`config.mk`:
```
export PLATFORM = sky130hd
export DESIGN_NAME = pipe_stage_reg
export DESIGN_NICKNAME = d
export VERILOG_FILES = /design/src/rtl/pipe_stage_reg_pkg.sv /design/src/rtl/pipe_stage_reg_sat_counter.sv /design/src/rtl/pipe_stage_reg.sv
export SDC_FILE = /design/constraint.sdc
export NUM_CORES = 1
export LEC_CHECK = 0
export ABC_AREA = 0
export CAP_MARGIN = 0
export CORE_UTILIZATION = 40
export CTS_CLUSTER_DIAMETER = 120
export DETAILED_ROUTE_END_ITERATION = 8
export GPL_TIMING_DRIVEN = 0
export PLACE_DENSITY_LB_ADDON = 0.1
export SYNTH_ARGS = -nofsm -noshare
export SYNTH_HDL_FRONTEND = slang
export SYNTH_HIERARCHICAL = 1
export SYNTH_SLANG_ARGS = --single-unit
```
`constraint.sdc`:
```
create_clock -name clk -period 4.85 [get_ports clk]
set_input_delay 0.97 -clock clk [delete_from_list [all_inputs] [get_ports clk]]
set_output_delay 0.97 -clock clk [all_outputs]
set_load 0.01 [all_outputs]
```
`src/rtl/pipe_stage_reg_pkg.sv`:
```
// Shared constants for the core's inter-stage pipeline registers.
// Payload widths size DATA_W at each stage boundary.
package pipe_stage_reg_pkg;

   localparam logic [31:0] NOP_INST = 32'h0000_0013;

   localparam int IF_ID_W  = 64;   // {pc, inst}
   localparam int ID_EX_W  = 160;
   localparam int EX_MEM_W = 128;
   localparam int MEM_WB_W = 96;

   function automatic logic [1:0] entry_count(input logic main_v, input logic skid_v);
      return {1'b0, main_v} + {1'b0, skid_v};
   endfunction

endpackage

```
`src/rtl/pipe_stage_reg_sat_counter.sv`:
```
// Saturating up-counter for the stage performance counters; it sticks at all-ones.
module pipe_sat_counter #(
   parameter int CNT_W = 16
) (
   input  logic             clk,
   input  logic             rst,
   input  logic             inc_i,
   output logic [CNT_W-1:0] cnt_o
);

   logic [CNT_W-1:0] cnt_q;
   logic [CNT_W-1:0] cnt_d;

   always_comb begin
      cnt_d = cnt_q;
      if (inc_i && (cnt_q != '1)) begin
         cnt_d = cnt_q + CNT_W'(1);
      end
   end

   always_ff @(posedge clk or posedge rst) begin
      if (rst) begin
         cnt_q <= '0;
      end else begin
         cnt_q <= cnt_d;
      end
   end

   assign cnt_o = cnt_q;

endmodule

```
`src/rtl/pipe_stage_reg.sv`:
```
// Inter-stage pipeline register with valid/ready handshake, optional 2-entry skid buffer,
// flush/hold/bubble controls and saturating stall/flush counters.
module pipe_stage_reg
   import pipe_stage_reg_pkg::*;
#(
   parameter int                DATA_W    = 64,
   parameter logic [DATA_W-1:0] NOP_VALUE = DATA_W'(NOP_INST),
   parameter bit                SKID      = 1'b1,
   parameter int                CNT_W     = 16
) (
   input  logic              clk,
   input  logic              rst,
   input  logic              in_valid,
   output logic              in_ready,
   input  logic [DATA_W-1:0] in_data,
   output logic              out_valid,
   input  logic              out_ready,
   output logic [DATA_W-1:0] out_data,
   input  logic              flush,
   input  logic              hold,
   input  logic              kill_in,
   output logic [1:0]        occupancy,
   output logic [CNT_W-1:0]  stall_cnt,
   output logic [CNT_W-1:0]  flush_cnt
);

   logic              main_valid_q, main_valid_d;
   logic [DATA_W-1:0] main_data_q,  main_data_d;
   logic              skid_valid_q, skid_valid_d;
   logic [DATA_W-1:0] skid_data_q,  skid_data_d;
   logic              alive_q;
   logic              acc;
   logic              rel;
   logic              stall_inc;
   logic              flush_inc;

   always_comb begin
      acc = in_valid & in_ready & ~kill_in & ~flush;
      rel = main_valid_q & out_ready & ~hold & ~flush;
   end

   generate
      if (SKID) begin : g_skid
         // alive_q keeps in_ready low while rst is asserted
         assign in_ready = alive_q & ~skid_valid_q & ~hold;

         always_comb begin
            main_valid_d = main_valid_q;
            main_data_d  = main_data_q;
            skid_valid_d = skid_valid_q;
            skid_data_d  = skid_data_q;
            if (flush) begin
               main_valid_d = 1'b0;
               skid_valid_d = 1'b0;
            end else if (!hold) begin
               if (rel) begin
                  if (skid_valid_q) begin
                     main_data_d  = skid_data_q;
                     skid_valid_d = acc;
                     if (acc) begin
                        skid_data_d = in_data;
                     end
                  end else begin
                     main_valid_d = acc;
                     if (acc) begin
                        main_data_d = in_data;
                     end
                  end
               end else if (acc) begin
                  if (main_valid_q) begin
                     skid_valid_d = 1'b1;
                     skid_data_d  = in_data;
                  end else begin
                     main_valid_d = 1'b1;
                     main_data_d  = in_data;
                  end
               end
            end
         end
      end else begin : g_single
         assign in_ready = alive_q & ~hold & (~main_valid_q | out_ready);

         always_comb begin
            main_valid_d = main_valid_q;
            main_data_d  = main_data_q;
            skid_valid_d = 1'b0;
            skid_data_d  = '0;
            if (flush) begin
               main_valid_d = 1'b0;
            end else if (acc) begin
               main_valid_d = 1'b1;
               main_data_d  = in_data;
            end else if (rel) begin
               main_valid_d = 1'b0;
            end
         end
      end
   endgenerate

   always_ff @(posedge clk or posedge rst) begin
      if (rst) begin
         main_valid_q <= 1'b0;
         main_data_q  <= '0;
         skid_valid_q <= 1'b0;
         skid_data_q  <= '0;
         alive_q      <= 1'b0;
      end else begin
         main_valid_q <= main_valid_d;
         main_data_q  <= main_data_d;
         skid_valid_q <= skid_valid_d;
         skid_data_q  <= skid_data_d;
         alive_q      <= 1'b1;
      end
   end

   assign out_valid = main_valid_q;
   assign out_data  = main_valid_q ? main_data_q : NOP_VALUE;
   assign occupancy = entry_count(main_valid_q, skid_valid_q);

   assign stall_inc = main_valid_q & (hold | ~out_ready);
   assign flush_inc = flush & (main_valid_q | skid_valid_q);

   pipe_sat_counter #(.CNT_W(CNT_W)) u_stall_cnt (
      .clk   (clk),
      .rst   (rst),
      .inc_i (stall_inc),
      .cnt_o (stall_cnt)
   );

   pipe_sat_counter #(.CNT_W(CNT_W)) u_flush_cnt (
      .clk   (clk),
      .rst   (rst),
      .inc_i (flush_inc),
      .cnt_o (flush_cnt)
   );

endmodule

```
Word-level counts from Yosys, hierarchy flattened

Cells that the tools add are included.

Add/subtract/negate cells: 3
Multipliers: 0
Div/mod/pow operators: 0
Order comparisons: 0
Eq/ne operators: 6
Shifts and indexed selects: 0
Multiplexer cells: 21
Bitwise operators: 17
Reductions and logical operators: 11

Operators with widths:

| cell                  | count |
|---|---|
| $mux 64               | 10 |
| $add 16x1->16 const B | 2 |
| $ne 16x16->1 const B  | 2 |
| $mux 1                | 11 |
| $and 1x1->1           | 10 |
| $reduce_and 5->1      | 2 |
| $reduce_and 3->1      | 2 |
| $reduce_bool 2->1     | 3 |
| $reduce_bool 3->1     | 2 |
| $not 1->1             | 5 |
| $ne 2x2->1 const B    | 2 |
| $ne 3x3->1 const B    | 1 |
| $add 1x1->2           | 1 |
| $logic_and 1x1->1     | 2 |
| $ne 2x1->1 const B    | 1 |
| $or 1x1->1            | 2 |

Bits in registers: 163
Bits in latches: 0
Memory bits (writable): 0
Bits in read-only memories: 0
Bits of input ports: 71
Output and inout port bits: 100
Logic and storage cells: 65
Memories kept: 0

Depth between registers and ports, before layout

Gate-level depths: netlist (run 1).

Depth after elaboration: 10
Mapped depth: 7
Gate-level depth less buffers: 7

Modules after synthesis

Netlist (run 1), hierarchy kept.

Modules (own cells, without submodules):

| module           | times used | cells an instance | area an instance (um^2) |
|---|---|---|---|
| pipe_stage_reg   | 1          | 455               | 6143.4 |
| pipe_sat_counter | 2          | 71                | 805.8 |

Least setup slack after synthesis (run 1)

OpenSTA, ideal clock, no wires.

Path kind: input port to flip-flop
Start point: in kill_in
End point: reg skid_data_q[0]
Arrival time: 2.273 ns
Setup slack: 2.452 ns
Stages: 5
Cell sequence: nand4bb_4 > or4_1 > buf_4 > buf_6 > mux2_4

Word-level cells in the longest chain between the ends: 4

Ends and longest elaborated chain:

| what                              | line                  | source |
|---|---|---|
| start, declared                   | pipe_stage_reg.sv:21  | `input logic kill_in,` |
| $not 1->1                         | pipe_stage_reg.sv:38  | `acc = in_valid & in_ready & ~kill_in & ~flush;` |
| $and 1x1->1 (2 in series)         | pipe_stage_reg.sv:38  |  |
| $reduce_and 5->1 (no source line) | n/a                   |  |
| end signal, assigned              | pipe_stage_reg.sv:111 | `skid_data_q <= skid_data_d;` |
| end, declared                     | pipe_stage_reg.sv:30  | `logic [DATA_W-1:0] skid_data_q, skid_data_d;` |

No other way between the ends.
A chain may end at the register's enable or synchronous reset.

Worst setup path in the final report (run 1)

Start point: reg main_valid_q (netlist: out_valid)
End point: out out_data[22]

Word-level cells in the longest chain between the ends: 1

Ends and longest elaborated chain:

| what                   | line                  | source |
|---|---|---|
| start, declared        | pipe_stage_reg.sv:27  | `logic main_valid_q, main_valid_d;` |
| start signal, assigned | pipe_stage_reg.sv:108 | `main_valid_q <= main_valid_d;` |
| $mux 64                | pipe_stage_reg.sv:117 | `assign out_data = main_valid_q ? main_data_q : NOP_VALUE;` |
| end, declared          | pipe_stage_reg.sv:18  | `output logic [DATA_W-1:0] out_data,` |

No other way between the ends.

==> results of run 1 <==
==> power groups by stage <==
stage / combinational [uW] / sequential [uW] / clock, uW
detailed placement: 476 / 1660 / 0
global placement: 456 / 1660 / 0
finish: 469 / 1640 / 1280
CTS: 475 / 1640 / 1310
global route: 508 / 1660 / 1370
floorplan: 267 / 1630 / 0
==> final timing paths <==
path / startpoint / endpoint / slack (ns) / depth (start not counted)
setup / recovery: out_valid / out_data[22] / 1.25 / 4
hold / removal: skid_data_q[49] / skid_data_q[49] / 0.50 / 1
setup reg to reg: out_valid / u_flush_cnt/cnt_o[14] / 2.58 / 7
hold reg to reg: skid_data_q[49] / skid_data_q[49] / 0.50 / 1
max in group asynchronous: rst / skid_data_q[26] / 3.11 / 3
min in group asynchronous: rst / out_valid / 0.95 / 2
==> cell type report <==
class	instances	area, sq um	share of cell area, %
Sequential cell	163	4080	39.3
Multi-Input combinational cell	388	3450	33.3
Timing Repair Buffer	171	1730	16.7
Clock buffer	20	447	4.31
Tap cell	260	325	3.14
Buffer	40	199	1.92
Clock inverter	12	106	1.03
Inverter	6	27.5	0.266
==> cell usage in the layout (no fill, tap or decap), types with 3 or more instances in the layout <==
cell,Yosys,final
clkbuf_1,33,35
clkbuf_16,0,17
clkinv_2,0,4
and4_1,6,6
nor2b_1,3,3
mux2_2,8,8
inv_1,6,5
or3_1,64,64
ha_1,4,4
mux2_4,60,60
nand2b_1,5,5
and2_1,63,63
inv_6,0,3
xnor2_1,22,22
nand2_1,15,15
clkinvlp_4,0,4
and3_1,8,8
dfrtp_1,163,163
o221a_2,63,63
nand3_1,14,14
nand4_1,10,10
clkdlybuf4s50_1,0,170
a21oi_1,6,6
buf_6,6,6
nor2_1,8,8
==> layer usage <==
metal | GRT usage [%] | wire (um)
met2 | 31.3 | 9010
met1 | 28.5 | 9350
met4 | 5.43 | 181
met5 | 0 | 0
met3 | 4.52 | 869
==> critical path: stages, from the launching register on <==
cell,delay (ns)
dfrtp_1,0.49
clkbuf_1,0.58
clkbuf_1,0.38
and2_1,0.22
clkdlybuf4s50_1,0.54
==> per-stage QoR <==
stage	TNS [ns]	power, uW
floorplan	0	1900
global placement	-197.83	2110
detailed placement	0	2140
CTS	0	3430
global route	0	3540
finish	0	3390
==> kinds of logic after synthesis <==
kind of cell             count (synthesis)  synth area share [%]
AO/OA/AOI/OAI                           76                  10.3
other                                    1                0.0484
flip-flops                             163                  52.6
multiplexers                            70                  13.0
buffers and inverters                   46                  2.86
AND/OR/NAND/NOR                        215                  18.0
adder cells (fa/ha/maj)                  4                 0.645
XOR/XNOR                                22                  2.48
==> cells in the mapped netlist (2+ instances only) <==
cell and number:
or3_1 64, a21oi_1 6, mux2_2 8, buf_6 6, and3_2 2, nand2_1 15
and3_1 8, nand2b_1 5, clkbuf_1 33, nand3_1 14, o221a_2 63, o21a_1 2
nand4_1 10, mux2_4 60, nand4_2 2, and2_1 63, mux2i_1 2, xnor2_1 22
nor2b_1 3, and4_2 2, nor4_4 2, nand4_4 2, nor2_1 8, inv_1 6
dfrtp_1 163, ha_1 4, and4_1 6, nand2_2 2
==> sequential cells by signal, indices dropped and copies added (netlist names) <==
name               cells
alive_q                1
main_data_q           64
out_valid              1
skid_data_q           64
skid_valid_q           1
u_flush_cnt/cnt_o     16
u_stall_cnt/cnt_o     16
==> flow_metrics.py, run 1 <==
metrics = {
    "final_layout": {
        "n_antenna_cell": 0,
        "area_growth_syn_to_layout_pct": 33.7,
        "fill_cells": 1581,
        "fin_nets": 862,
        "drive_above_1_share_pct": 23.1,
        "finish.instance_area_sq_um": 10400,
        "final_cell_count_no_fill": 1060,
        "final_util_pct": 55.1,
    },
    "yosys": {
        "post_synth.cell_area_avg_sq_um": 13.0,
        "synth_edf_count": 0,
        "synth.largest_area_cell": "dfrtp_1",
        "synth_area_sq_um": 7750,
        "synth_cell_types": 42,
        "synth-main-ff-cell": "dfrtp_1",
        "synth_top_area_share_pct": 52.6,
        "synth_cells": 597,
        "ys_ff_latch": 163,
        "ys_warn_count": 6,
        "synth_fp_nets": 672,
        "async_flop_share_pct": 100,
        "yosysSeqAreaShare_pct": 52.6,
        "synth_area_leaders": "dfrtp_1 53%, mux2_4 12%, o221a_2 9.1%",
    },
    "detailed_routing": {
        "vias": 5614,
        "via_per_inst": 5.30,
        "drc": 0,
        "wire_per_inst_um": 18.3,
        "drt_iter0_drc": 279,
        "antenna_left": 0,
        "drtPass1Iterations": 4,
        "wl_um": 19400,
    },
    "run": {
        "max_cap_violations": 0,
    },
    "sta": {
        "relSlewSlack_pct": 45.3,
        "worst_slack_ns": 1.25,
        "fin_crit_sh_pct": 74.3,
        "setup_viol": 0,
        "timing.fmax_ghz": 0.278,
        "finalHoldViolations": 0,
        "grt_setup_unrepaired": "false",
        "worstMarginPinSlew_ns": 0.819,
        "hold_slack_ns": 0.501,
        "slew_violations": 0,
        "fin_crit_ns": 3.60,
        "clock_skew_ns": 0.00860,
    },
    "clock_network": {
        "insertion_delay_ns": 0.42,
        "postCtsSetupBuffers": 0,
        "cts.sinks": 163,
        "cts_inserted_buffers": 17,
        "cts_buffer_depth": 2,
        "ctsResizeCount": 0,
        "cts_hold_buf": 0,
        "clk_root_buffer_cell": "clkbuf_16",
        "clk_pin_slew_worst_paths_ns": 0.07,
        "cts_tree": "yes",
        "cts_max_level": 4,
    },
    "power_and_ir_drop": {
        "swShare_pct": 24.7,
        "powerDensity_nw_per_um2": 327,
        "p_clk_share_pct": 37.9,
        "combPwrFrac_pct": 13.8,
        "p_leak_uw": 0.00446,
        "pwr-share-seq_pct": 48.3,
        "p_int_uw": 2560,
        "peakVddDrop_uv": 219,
        "power.switching_uw": 838,
    },
    "floorplan": {
        "fp.dieH_um": 141,
        "coreArea_sq_um": 18800,
        "io_pins": 171,
        "die_width_um": 141,
        "core.rowCount": 50,
        "dieArea_sq_um": 19900,
        "initial_utilization_pct": 41.2,
    },
    "placement": {
        "gp_congestion": 0.780,
        "post-place-cells": 1028,
        "portBuffers": 170,
        "dp_hpwl_um": 13300,
        "place_area_sq_um": 9810,
        "dpl_worst_slack_ns": 1.38,
    },
    "setup_path": {
        "path_max_fanout": 10,
        "crit_type": "register to output port",
        "endpoint_kind": "output port",
        "worstSetupStartpointType": "register",
        "required_ns": 3.88,
        "crit_arrival_ns": 2.63,
    },
    "global_routing": {
        "globalRouteOverflowTotal": 0,
        "antenna_found_initial": 0,
        "grt_pass1_vias": 5738,
        "track_usage_pct": 20.2,
        "grt_start_max_net_pins": 102,
        "grt_first_pass_wirelength_um": 31300,
    },
    "status": {
        "status": "complete, no violations",
    },
    "min_path": {
        "hp-class": "register to register",
    },
}
No activity file was read; power rests on OpenSTA's default activity.
==> inputs of run 2 (changes only) <==
==> constraint.sdc (replaced) <==
create_clock -name clk -period 3.1 [get_ports clk]
set_input_delay 0.62 -clock clk [delete_from_list [all_inputs] [get_ports clk]]
set_output_delay 0.62 -clock clk [all_outputs]
set_load 0.01 [all_outputs]
==> run 2 against run 1 <==
Net effect: utilization is 0.29 points higher; largest power group unchanged; die area stayed put; sequential cell count unchanged; first-iteration DRC count increased by 1.4%; cell area rose by 0.52%; worst setup slack got worse by 1.0 ns; worst hold slack gained 0.0013 ns; clock power grew 59%; clock skew up 0.0019 ns; via count is 1.7% lower; global-route usage increased by 0.071 points; combinational power rose by 58%.
==> flow_metrics.py, run 2 (synthesized netlist as in run 1, its figures left out) <==
metrics = {
    "status": {
        "status": "complete, no violations",
    },
    "sta": {
        "grt_setup_unrepaired": "false",
        "worstMarginPinSlew_ns": 0.834,
        "finalSetupTns_ns": 0,
        "timing.fmax_ghz": 0.345,
        "setup_viol": 0,
        "slew_violations": 0,
        "fin_crit_sh_pct": 93.5,
        "finalHoldViolations": 0,
        "relSlewSlack_pct": 44.3,
        "clock_skew_ns": 0.0105,
        "hold_slack_ns": 0.502,
        "fin_crit_ns": 2.90,
    },
    "setup_path": {
        "r2r_end": "u_flush_cnt/cnt_o[14]",
        "r2r_setup_slack_ns": 0.81,
        "path_max_fanout": 10,
        "critPathTopFamily": "buffers and inverters",
        "crit_type": "register to output port",
        "max_stage_delay_ns": 0.55,
        "endpoint_kind": "output port",
        "crit_arrival_ns": 2.28,
        "critPathSlowestCell": "clkdlybuf4s50_1",
        "critPathBufInv": 3,
        "crit_chain": "buf_2 > clkbuf_2 > and2_1 > clkdlybuf4s50_1",
        "worstSetupStartpointType": "register",
        "r2r_cells": 7,
        "reg2reg_from": "out_valid",
        "required_ns": 2.48,
    },
    "min_path": {
        "hp-start": "skid_data_q[7]",
        "hold-path-endpoint": "skid_data_q[7]",
        "hp-class": "register to register",
        "hold_depth": 1,
    },
    "clock_network": {
        "cts_inserted_buffers": 17,
        "cts_max_level": 4,
        "cts.sinks": 163,
        "clk_root_buffer_cell": "clkbuf_16",
        "cts_tree": "yes",
        "cts_buffer_depth": 2,
        "insertion_delay_ns": 0.42,
        "clk_pin_slew_worst_paths_ns": 0.06,
    },
    "placement": {
        "gp_congestion": 0.821,
        "place_area_sq_um": 9850,
        "dp_hpwl_um": 13400,
        "portBuffers": 170,
    },
    "power_and_ir_drop": {
        "p_leak_uw": 0.00451,
        "powerDensity_nw_per_um2": 513,
        "p_total_uw": 5340,
        "peakVddDrop_uv": 342,
    },
    "global_routing": {
        "antenna_found_initial": 0,
        "grt_start_max_net_pins": 43,
        "globalRouteOverflowTotal": 0,
        "grt_first_pass_wirelength_um": 31400,
        "grt_pass1_vias": 5741,
        "track_usage_pct": 20.3,
    },
    "final_layout": {
        "finish.instance_area_sq_um": 10400,
        "drive_above_1_share_pct": 24.2,
        "final_common_cell": "clkdlybuf4s50_1",
        "n_antenna_cell": 0,
        "area_growth_syn_to_layout_pct": 34.4,
        "reg.largest.list": "main_data_q (64), skid_data_q (64)",
        "final_util_pct": 55.3,
        "layout_common_cells": "170 x clkdlybuf4s50_1, 163 x dfrtp_1, 64 x or3_1",
        "fin_nets": 864,
    },
    "floorplan": {
        "io_pins": 171,
        "coreArea_sq_um": 18800,
        "dieArea_sq_um": 19900,
        "die_width_um": 141,
        "initial_utilization_pct": 41.2,
        "core.rowCount": 50,
        "fp.dieH_um": 141,
    },
    "detailed_routing": {
        "vias": 5518,
        "via_per_inst": 5.20,
        "drtPass1Iterations": 4,
        "drc": 0,
        "drt_iter0_drc": 283,
        "wire_per_inst_um": 18.1,
        "antenna_left": 0,
        "wl_um": 19300,
    },
    "run": {
        "max_cap_violations": 0,
    },
}
[run 2: cell types whose count changed in the layout (fill, tap and decap cells not counted), moves of 2 or more]
cell        before  now
clkinv_2         4    2
clkbuf_1        35   27
buf_12           0    3
clkbuf_2         0    4
clkinv_4         1    4
inv_6            3    7
clkinvlp_4       4    2
[run 2: worst max-delay path by stage]
stage / end / slack, ns / startpoint / cells past startpoint
after floorplan: alive_q / 0.86 / rst / 1
after global placement: skid_data_q[10] / -0.36 / rst / 2
after detailed placement: main_data_q[7] / 0.13 / flush / 5
after CTS: out_data[47] / 0.02 / out_valid / 4
after global routing: out_data[35] / 0.01 / out_valid / 4
final: out_data[63] / 0.20 / out_valid / 4
[run 2: area by class of cell]
| cell class | instances | area (sq um) |
|---|---|---|
| fillers | 1590 | 8410 |
| plain buffers | 40 | 205 |
| inverters | 6 | 26.3 |
| flip-flops and latches | 163 | 4080 |
| clock inverters | 15 | 144 |
| well taps | 260 | 325 |
| repair buffers | 173 | 1760 |
| clock buffers | 17 | 425 |
| multi-input cells | 388 | 3450 |
[run 2: layer usage]
metal | vias up | share of wire, % | GRT usage (%)
li1 | 2603 | - | -
met3 | 14 | 4.6 | 5.33
met1 | 2758 | 47 | 27.3
met4 | 0 | 0.85 | 5.09
met2 | 143 | 47 | 32.4
met5 | - | 0 | 0
[run 2: what timing repair did]
action | in CTS | in global routing
endpoints found under the setup margin | 50 | 36
setup buffers | 0 | 0
hold buffers | 0 | 0
hold endpoints to repair | 0 | 0
gates resized for setup | 2 | 8
[run 2: per-stage QoR]
step | worst slack [ns] | std cells
after floorplan | 0.857 | 597
after global placement | -0.360 | 1027
after detailed placement | 0.131 | 1030
after CTS | 0.0157 | 1062
after global routing | 0.0132 | 1062
final | 0.203 | 1062
[run 2: worst register-to-register path, delay by kind of cell, from the launching register on]
family	cells	cell delay, ns
flip-flops	1	0.48
multiplexers	1	0.35
adder cells (fa/ha/maj)	1	0.21
AND/OR/NAND/NOR	4	1.00
buffers and inverters	1	0.14
[run 2: power by group]
group          switching, uW  internal [uW]  total [uW]
clock network            916           1130        2040
registers                175           2380        2560
logic                    252            490         742
total                   1340           4000        5340
==> inputs of run 3 (changes only) <==
--- a/config.mk
+++ b/config.mk
@@ -5,7 +5,6 @@
 export SDC_FILE = /design/constraint.sdc
 export NUM_CORES = 1
 export LEC_CHECK = 0
-export ABC_AREA = 0
 export CAP_MARGIN = 0
 export CORE_UTILIZATION = 40
 export CTS_CLUSTER_DIAMETER = 120
==> results of run 3 <==
Same layout as run 2: the final DEF is identical, and so are final timing and power.
